File: config.mk
export PLATFORM = sky130hd
export DESIGN_NAME = fetch_stage
export DESIGN_NICKNAME = d
export VERILOG_FILES = /design/src/rtl/fetch_stage_pkg.sv /design/src/rtl/if_id_buffer.sv /design/src/rtl/fetch_stage.sv
export SDC_FILE = /design/constraint.sdc
export NUM_CORES = 1
export LEC_CHECK = 0
export CAP_MARGIN = 25
export CORE_UTILIZATION = 40
export CTS_BUF_LIST = sky130_fd_sc_hd__clkbuf_4
export DETAILED_ROUTE_END_ITERATION = 10
export DONT_BUFFER_PORTS = 1
export PLACE_DENSITY_LB_ADDON = 0.15
export REMOVE_ABC_BUFFERS = 1
export SETUP_SLACK_MARGIN = 0.15
export SLEW_MARGIN = 20
export SYNTH_ARGS = -nofsm -noshare
export SYNTH_HDL_FRONTEND = slang
export SYNTH_HIERARCHICAL = 1
export SYNTH_SLANG_ARGS = --single-unit
File: constraint.sdc
create_clock -name clk -period 2.6 [get_ports clk]
set_input_delay 0.52 -clock clk [delete_from_list [all_inputs] [get_ports clk]]
set_output_delay 0.52 -clock clk [all_outputs]
set_load 0.1 [all_outputs]
File: src/rtl/fetch_stage_pkg.sv
// rtl/fetch_stage_pkg.sv - shared word size, opcode field layout and NOP/bubble encoding
package fetch_stage_pkg;

    localparam int WORD_SIZE  = 16;

    localparam int OPCODE_MSB = 15;
    localparam int OPCODE_LSB = 12;

    localparam logic [3:0] OP_ALU  = 4'h0;
    localparam logic [3:0] OP_LOAD = 4'h1;
    localparam logic [3:0] OP_STOR = 4'h2;
    localparam logic [3:0] OP_BR   = 4'h3;
    localparam logic [3:0] OP_JMP  = 4'h4;
    localparam logic [3:0] OP_NOP  = 4'hF;

    // Bubble written into IF/ID on reset; decode treats it as a no-op
    localparam logic [WORD_SIZE-1:0] NOP_INST = {OP_NOP, {(WORD_SIZE-4){1'b0}}};

endpackage

File: src/rtl/if_id_buffer.sv
// rtl/if_id_buffer.sv - one-entry holding buffer in front of the IF/ID pipeline register
module if_id_buffer #(
    parameter int W = 16
) (
    input  logic         clk,
    input  logic         reset,
    input  logic         flush,
    input  logic         id_stall,
    input  logic         in_valid,
    input  logic [W-1:0] in_inst,
    input  logic [W-1:0] in_pc,
    input  logic [W-1:0] in_pc_next,
    output logic         accept,
    output logic         out_valid,
    output logic [W-1:0] out_inst,
    output logic [W-1:0] out_pc,
    output logic [W-1:0] out_pc_next
);
    import fetch_stage_pkg::*;

    logic         valid_q, valid_d;
    logic [W-1:0] inst_q, inst_d;
    logic [W-1:0] pc_q, pc_d;
    logic [W-1:0] pc_next_q, pc_next_d;
    logic         hold_valid_q, hold_valid_d;
    logic [W-1:0] hold_inst_q, hold_inst_d;
    logic [W-1:0] hold_pc_q, hold_pc_d;
    logic [W-1:0] hold_pc_next_q, hold_pc_next_d;

    assign accept = !valid_q || !id_stall;

    always_comb begin
        valid_d        = valid_q;
        inst_d         = inst_q;
        pc_d           = pc_q;
        pc_next_d      = pc_next_q;
        hold_valid_d   = hold_valid_q;
        hold_inst_d    = hold_inst_q;
        hold_pc_d      = hold_pc_q;
        hold_pc_next_d = hold_pc_next_q;
        if (flush) begin
            valid_d      = 1'b0;
            hold_valid_d = 1'b0;
        end else if (hold_valid_q) begin
            if (accept) begin
                valid_d      = 1'b1;
                inst_d       = hold_inst_q;
                pc_d         = hold_pc_q;
                pc_next_d    = hold_pc_next_q;
                hold_valid_d = 1'b0;
            end
        end else if (in_valid) begin
            if (accept) begin
                valid_d   = 1'b1;
                inst_d    = in_inst;
                pc_d      = in_pc;
                pc_next_d = in_pc_next;
            end else begin
                hold_valid_d   = 1'b1;
                hold_inst_d    = in_inst;
                hold_pc_d      = in_pc;
                hold_pc_next_d = in_pc_next;
            end
        end else if (accept) begin
            // Decode took the current entry and nothing replaces it
            valid_d = 1'b0;
        end
    end

    always_ff @(posedge clk) begin
        if (reset) begin
            valid_q        <= 1'b0;
            inst_q         <= W'(NOP_INST);
            pc_q           <= '0;
            pc_next_q      <= '0;
            hold_valid_q   <= 1'b0;
            hold_inst_q    <= '0;
            hold_pc_q      <= '0;
            hold_pc_next_q <= '0;
        end else begin
            valid_q        <= valid_d;
            inst_q         <= inst_d;
            pc_q           <= pc_d;
            pc_next_q      <= pc_next_d;
            hold_valid_q   <= hold_valid_d;
            hold_inst_q    <= hold_inst_d;
            hold_pc_q      <= hold_pc_d;
            hold_pc_next_q <= hold_pc_next_d;
        end
    end

    assign out_valid   = valid_q;
    assign out_inst    = inst_q;
    assign out_pc      = pc_q;
    assign out_pc_next = pc_next_q;

endmodule

File: src/rtl/fetch_stage.sv
// rtl/fetch_stage.sv - instruction fetch: PC, request state machine, redirect squash
module fetch_stage #(
    parameter int                    WORD_SIZE = fetch_stage_pkg::WORD_SIZE,
    parameter logic [WORD_SIZE-1:0]  RESET_PC  = '0
) (
    input  logic                 clk,
    input  logic                 reset,
    output logic                 i_req,
    output logic [WORD_SIZE-1:0] i_addr,
    input  logic                 i_ack,
    input  logic [WORD_SIZE-1:0] i_rdata,
    input  logic                 id_stall,
    input  logic                 redirect_valid,
    input  logic [WORD_SIZE-1:0] redirect_pc,
    output logic                 if_id_valid,
    output logic [WORD_SIZE-1:0] if_id_inst,
    output logic [WORD_SIZE-1:0] if_id_pc,
    output logic [WORD_SIZE-1:0] if_id_pc_next
);
    import fetch_stage_pkg::*;

    localparam logic [1:0] S_IDLE    = 2'd0;
    localparam logic [1:0] S_REQ     = 2'd1;
    localparam logic [1:0] S_HOLD    = 2'd2;
    localparam logic [1:0] S_DISCARD = 2'd3;

    logic [1:0]           state_q, state_d;
    logic [WORD_SIZE-1:0] pc_q, pc_d;
    logic [WORD_SIZE-1:0] disc_addr_q, disc_addr_d;
    logic [WORD_SIZE-1:0] pc_plus1;
    logic                 accept;
    logic                 mem_valid;

    assign pc_plus1 = pc_q + WORD_SIZE'(1);

    always_comb begin
        state_d     = state_q;
        pc_d        = pc_q;
        disc_addr_d = disc_addr_q;
        mem_valid   = 1'b0;
        case (state_q)
            S_IDLE: begin
                state_d = S_REQ;
                if (redirect_valid) pc_d = redirect_pc;
            end
            S_REQ: begin
                if (redirect_valid) begin
                    pc_d = redirect_pc;
                    if (!i_ack) begin
                        // The outstanding read must finish at its old address
                        state_d     = S_DISCARD;
                        disc_addr_d = pc_q;
                    end
                end else if (i_ack) begin
                    mem_valid = 1'b1;
                    pc_d      = pc_plus1;
                    state_d   = accept ? S_REQ : S_HOLD;
                end
            end
            S_HOLD: begin
                if (redirect_valid) begin
                    pc_d    = redirect_pc;
                    state_d = S_REQ;
                end else if (accept) begin
                    state_d = S_REQ;
                end
            end
            S_DISCARD: begin
                if (redirect_valid) pc_d = redirect_pc;
                if (i_ack) state_d = S_REQ;
            end
            default: state_d = S_IDLE;
        endcase
    end

    always_ff @(posedge clk) begin
        if (reset) begin
            state_q     <= S_IDLE;
            pc_q        <= RESET_PC;
            disc_addr_q <= '0;
        end else begin
            state_q     <= state_d;
            pc_q        <= pc_d;
            disc_addr_q <= disc_addr_d;
        end
    end

    assign i_req  = (state_q == S_REQ) || (state_q == S_DISCARD);
    assign i_addr = (state_q == S_DISCARD) ? disc_addr_q : pc_q;

    if_id_buffer #(
        .W(WORD_SIZE)
    ) u_if_id_buffer (
        .clk        (clk),
        .reset      (reset),
        .flush      (redirect_valid),
        .id_stall   (id_stall),
        .in_valid   (mem_valid),
        .in_inst    (i_rdata),
        .in_pc      (pc_q),
        .in_pc_next (pc_plus1),
        .accept     (accept),
        .out_valid  (if_id_valid),
        .out_inst   (if_id_inst),
        .out_pc     (if_id_pc),
        .out_pc_next(if_id_pc_next)
    );

endmodule

=== Word-level counts from Yosys, hierarchy flattened ===
Cells that the tools add are included.

* Input bits: 37
* Output and inout bits: 66
* Register bits: 132
* Word-level logic and storage cells: 75

* Reduce and logical (&&, ||, !) cells: 14
* Add/subtract/negate cells: 1
* Muxes and demuxes: 35
* Equal/unequal tests: 10
* Bitwise gates (word level): 4

{| class="wikitable"
|+ Operators with widths
! operator !! count
|-
| 16-bit 2-to-1 mux || 16
|-
| 16-bit case mux with 2 select lines || 1
|-
| 16-bit by 1-bit adder with 16-bit output (second input constant) || 1
|-
| 2-bit 2-to-1 mux || 7
|-
| 4-bit AND reduction || 3
|-
| 1-bit 2-to-1 mux || 10
|-
| 3-bit != test (second input constant) || 3
|-
| 2-bit case mux with 4 select lines || 1
|-
| 2-bit != test (second input constant) || 3
|-
| 2-bit == test (second input constant) || 2
|-
| 1-bit NOT || 4
|-
| 3-bit AND reduction || 1
|-
| 3-bit nonzero test || 1
|-
| 3-bit OR reduction || 1
|-
| 2-bit by 1-bit == test with 1-bit output (second input constant) || 1
|-
| 1-bit zero test || 2
|-
| 2-bit zero test || 1
|-
| 1-bit logical OR || 2
|-
| 2-bit by 1-bit != test with 1-bit output (second input constant) || 1
|-
| 2-bit AND reduction || 1
|-
| 2-bit nonzero test || 1
|-
| 2-bit OR reduction || 1
|}

=== Longest topological paths before layout ===
Gate-level depths: netlist of run 1.

* Depth in word-level cells: 6
* Depth in mapped cells: 9
* Depth with buffers taken out: 8

=== Modules after synthesis ===
Netlist of run 1, hierarchy kept.

{| class="wikitable"
|+ By module, submodules not included
! module !! times used !! cells each !! area an instance (µm²) !! sequential area each (µm²)
|-
| if_id_buffer || 1 || 488 || 4,665.7 || 1,961.9
|-
| fetch_stage || 1 || 259 || 2,082.0 || 680.7
|}

=== Worst setup path before layout of run 1 ===
No wires, ideal clock.

* Kind: input-to-reg
* Start: input redirect_valid
* End: register u_if_id_buffer.inst_q[0] (netlist: u_if_id_buffer/out_inst[0])
* Setup slack: 305 ps
* Stages: 9
* Buffers on the path: 5
* Required time: 2,530 ps
* Arrival: 2,224 ps
* Setup time: 70 ps
* Cells stage by stage: buf_2 -> buf_1 -> clkbuf_1 -> nor2_1 -> o2bb2ai_2 -> buf_6 -> clkbuf_1 -> o21ai_0 -> a21oi_1

* Cells in the longest elaborated chain, start to end: 4
* Elaborated cells on any way between the ends: 6
* Those cells by class: eq/ne: 1; mux: 2; bitwise: 1; reduce/logical: 2

{| class="wikitable"
|+ RTL lines
! element !! RTL line !! RTL
|-
| start, declared || fetch_stage.sv:13 || <nowiki>input logic redirect_valid,</nowiki>
|-
| 1-bit 2-to-1 mux (*) || fetch_stage.sv:47 || <nowiki>if (redirect_valid) begin</nowiki>
|-
| 1-bit 2-to-1 mux (*) || fetch_stage.sv:41 || <nowiki>case (state_q)</nowiki>
|-
| net mem_valid || fetch_stage.sv:32 || <nowiki>logic mem_valid;</nowiki>
|-
| 2-bit != test (no source line) or 2-bit nonzero test (tied branches) || n/a ||
|-
| 4-bit AND reduction (no source line) (*) || n/a ||
|-
| end signal, assigned || if_id_buffer.sv:73 || <nowiki>inst_q <= W'(NOP_INST);</nowiki>
|-
| end signal, assigned || if_id_buffer.sv:82 || <nowiki>inst_q <= inst_d;</nowiki>
|-
| end, declared || if_id_buffer.sv:22 || <nowiki>logic [W-1:0] inst_q, inst_d;</nowiki>
|}

The timed path passes the listed nets; every way through them passes the cells marked *.
A chain may end at the register's enable or synchronous reset.

=== Worst setup path after layout of run 1 ===
* Start: register state_q[1]
* End: output i_addr[6]

* Cells in the longest elaborated chain, start to end: 2

{| class="wikitable"
|+ RTL lines
! element !! RTL line !! RTL
|-
| start, declared || fetch_stage.sv:27 || <nowiki>logic [1:0] state_q, state_d;</nowiki>
|-
| start signal, assigned || fetch_stage.sv:82 || <nowiki>state_q <= state_d;</nowiki>
|-
| 2-bit == test || fetch_stage.sv:89 || <nowiki>assign i_addr = (state_q == S_DISCARD) ? disc_addr_q : pc_q;</nowiki>
|-
| 16-bit 2-to-1 mux || fetch_stage.sv:89 ||
|-
| end, declared || fetch_stage.sv:9 || <nowiki>output logic [WORD_SIZE-1:0] i_addr,</nowiki>
|}

No other way between the ends.

==> results.md, run 1 <==
* Total number of vias at 5314
* Slowest stage delay, CP at 0.46 ns
* Crit path top cell by count: buf_12
* Max Transition Viols Final at 0
* Layout Nets at 819
* Worst path required time at 2.08 ns
* Area Overhead vs Synth at 15.76%
* Clk_lat worst skew at 0.56 ns
* Avg WL per Cell at 16.75 um
* Die area at 17390 sq um
* Multi-input gate area at 3679 sq um
* H-tree levels at 4
* # setup viols final at 0
* Relative slew slack at 0.4785
* DP HPWL at 9.728 mm
* ANT nets after route at 0
* Crit start category: flop
* Status: finished, final reports clean
* M1 GR Usage at 0.2542
* Post-synth EDFFs at 0
* Fill cell count at 1601
* Num CTS Buffers at 17
* Critical path buffers and inverters at 2
* Gr ovfl total at 0
* Distinct cells, synth at 49
* Post-synth top flop: dfxtp_1
* Vias in the first global route at 5292
* GP Congestion at 0.7576
* Static leakage at 0.002670 uW
* Pin count of the biggest net entering global routing at 163
* Fin crit period at 2.354 ns
* Setup Fix Bufs, Post-CTS at 0
* Maximum vdd drop at 0.2517 mV
* Synth async-reset ratio at 0
* Die height at 131.9 um
* Crit path DAT at 1.83 ns
* Final WL at 17.00 mm
* GRT Resource Usage Total at 0.1984
* Clock Path Buffers at 2
* Sequential area share after synthesis at 0.3916
* Grt peak-use layer: met2
* Die W at 131.9 um
* TritonCTS clock tree: yes
* Area of the core at 16520 sq um
* PortBufs at 0
* Boundary Pins at 103
* Layout cells sized above 1 at 0.1801
* Worst slew pin tran at 0.7800 ns
* Synth warn at 6
* Hold Worst Slack at 0.06399 ns
* Initial Util at 0.4083
* Worst Skew at 0.01583 ns
* Max Fclk at 0.4249 GHz
* Starting DRT DRC Count at 279
* Residual DRC at 0
* Hold Path Class: in2reg
* Site row count at 47
* Clk sinks at 132
* Max Cap Viol at 0
* Synth area leader: dfxtp_1
* Pwr dens at 517.0 nW/um^2
* TritonRoute pass-1 iters at 5
* Finished Cell Area at 7811 sq um
* GR met3 Demand/Resource at 0.06113
* RSZ-0062 raised after global routing: true
* Via density at 5.235
* Slowest-stage cell, CP: dfxtp_1
* Global-route wire length before repair at 27.20 mm
* Clk slew on worst S/H paths at 0.12 ns
* Final hold violations at 0
* Post-Syn Instances at 747
* #FFs+latches synth at 132
* CP delay by family, top: flip-flops
* CP max FO at 10
* Sequential Area at 2646 sq um
* Initial antenna violation count at 1
* Synth Area per Inst at 9.033 sq um
* Synth area leaders: dfxtp_1, mux2i_1, nand2b_1
* Met2 Usage GRT at 0.3175
* Final worst slack at 0.2463 ns
* Clock Tree Root: clkbuf_4
* Top-count cell post-synth: dfxtp_1
* Critical Path End Type: primary output
* Top cell type's share of synthesized area at 0.3916
* Commonest cells post-synth: dfxtp_1, mux2i_1, nand2b_1, a21oi_1
* Setup Crit Path Kind: reg2out
* Post-DP Area at 7478 sq um
* Crit-path cells: nand2_4 -> buf_12 -> mux2_2 -> buf_12
* Pre-CTS WS at 0.3810 ns
* Post-Syn Area at 6748 sq um
* Final period util at 0.9053
==> stage by stage <==
step                cells  power [uW]  TNS (ns)    util
finish               1015        4039         0  0.4727
global placement      977        2721         0  0.4526
detailed placement    977        2728         0  0.4526
global route         1015        4234         0  0.4727
CTS                  1013        4094         0  0.4711
floorplan             676        2550   -145.72       -
==> kinds of logic after synthesis <==
logic type      share of synthesized area
buf+inv                           0.06750
xor+xnor                          0.02985
fa+ha+maj                        0.001854
simple gates                       0.2179
mux                                0.1789
flops                              0.3916
compound gates                     0.1124
==> flip-flops by register name, indices dropped and copies added (netlist names) <==
name	cells
disc_addr_q	16
pc_q	16
state_q	2
u_if_id_buffer/hold_inst_q	16
u_if_id_buffer/hold_pc_next_q	16
u_if_id_buffer/hold_pc_q	16
u_if_id_buffer/hold_valid_q	1
u_if_id_buffer/out_inst	16
u_if_id_buffer/out_pc	16
u_if_id_buffer/out_pc_next	16
u_if_id_buffer/out_valid	1
==> layer usage <==
layer,up-vias,wire length (um)
li1,2642,-
met5,-,0
met2,106,8079
met1,2555,7879
met4,0,127
met3,11,918
==> power breakdown <==
part           internal (uW)  switching, uW
registers               2060           39.7
clock network            570            761
logic                    217            395
==> final cells by class <==
cell class / instances / share of cell area
Timing Repair Buffer: 86 / 0.1153
Clock buffer: 19 / 0.01826
Inverter: 13 / 0.006247
Antenna cell: 1 / 0.0003204
Tap cell: 220 / 0.03524
Sequential cell: 132 / 0.3388
Multi-Input combinational cell: 531 / 0.4709
Clock inverter: 13 / 0.01490
==> path summary, 6_finish.rpt <==
| path | start | endpoint | slack [ns] | cells past startpoint |
|---|---|---|---|---|
| min reg2reg | disc_addr_q[14]$_SDFFE_PP0P_ | disc_addr_q[14]$_SDFFE_PP0P_ | 0.46 | 2 |
| max | state_q[1]$_SDFFE_PP0P_ | i_addr[6] | 0.25 | 4 |
| max reg2reg | pc_q[2]$_SDFFE_PP0P_ | u_if_id_buffer/out_pc_next[9]$_SDFFE_PP0P_ | 0.32 | 7 |
| min | redirect_valid | u_if_id_buffer/out_valid$_SDFFE_PP0P_ | 0.06 | 1 |
==> layout by cell type (no fill, tap or decap), drive strengths merged <==
| cell | synthesis | routed |
|---|---|---|
| dfxtp | 132 | 132 |
| mux2i | 97 | 97 |
| nand2b | 96 | 96 |
| buf | 37 | 83 |
| a21oi | 76 | 76 |
| o21ai | 50 | 50 |
| or3 | 47 | 47 |
| nand2 | 46 | 46 |
| mux2 | 21 | 21 |
| clkbuf | 34 | 19 |
| nor2 | 15 | 15 |
| xor2 | 15 | 15 |
| nor4 | 14 | 14 |
| inv | 13 | 13 |
| clkinv | 0 | 9 |
| xnor2 | 8 | 8 |
| o21a | 7 | 7 |
| nand3 | 6 | 6 |
| nor3 | 5 | 5 |
| nand4 | 4 | 4 |
| nor3b | 4 | 4 |
| o211ai | 3 | 3 |
| nor2b | 3 | 3 |
| dlygate4sd3 | 0 | 3 |
| a21o | 2 | 2 |
| and3 | 2 | 2 |
| bufinv | 0 | 2 |
| clkinvlp | 0 | 2 |
| or2 | 2 | 2 |
| diode | 0 | 1 |
| nand3b | 1 | 1 |
| a31oi | 1 | 1 |
| o31a | 1 | 1 |
| nand4b | 1 | 1 |
| ha | 1 | 1 |
| o2bb2ai | 1 | 1 |
| nor4b | 1 | 1 |
| a211oi | 1 | 1 |
==> repair_timing <==
item	4_1_cts	5_1_grt
resized for setup	2	1
hold buffers	4	1
setup endpoints to repair	10	1
endpoints found under the hold margin	22	24
Note: power is estimated with default switching activity, not from simulation.
==> run 2: changes to the inputs <==
- CTS_CLUSTER_DIAMETER: default -> 200
- CTS_CLUSTER_SIZE: default -> 40
==> results of run 2 <==
Final layout, timing and power as in run 1 (identical DEF).
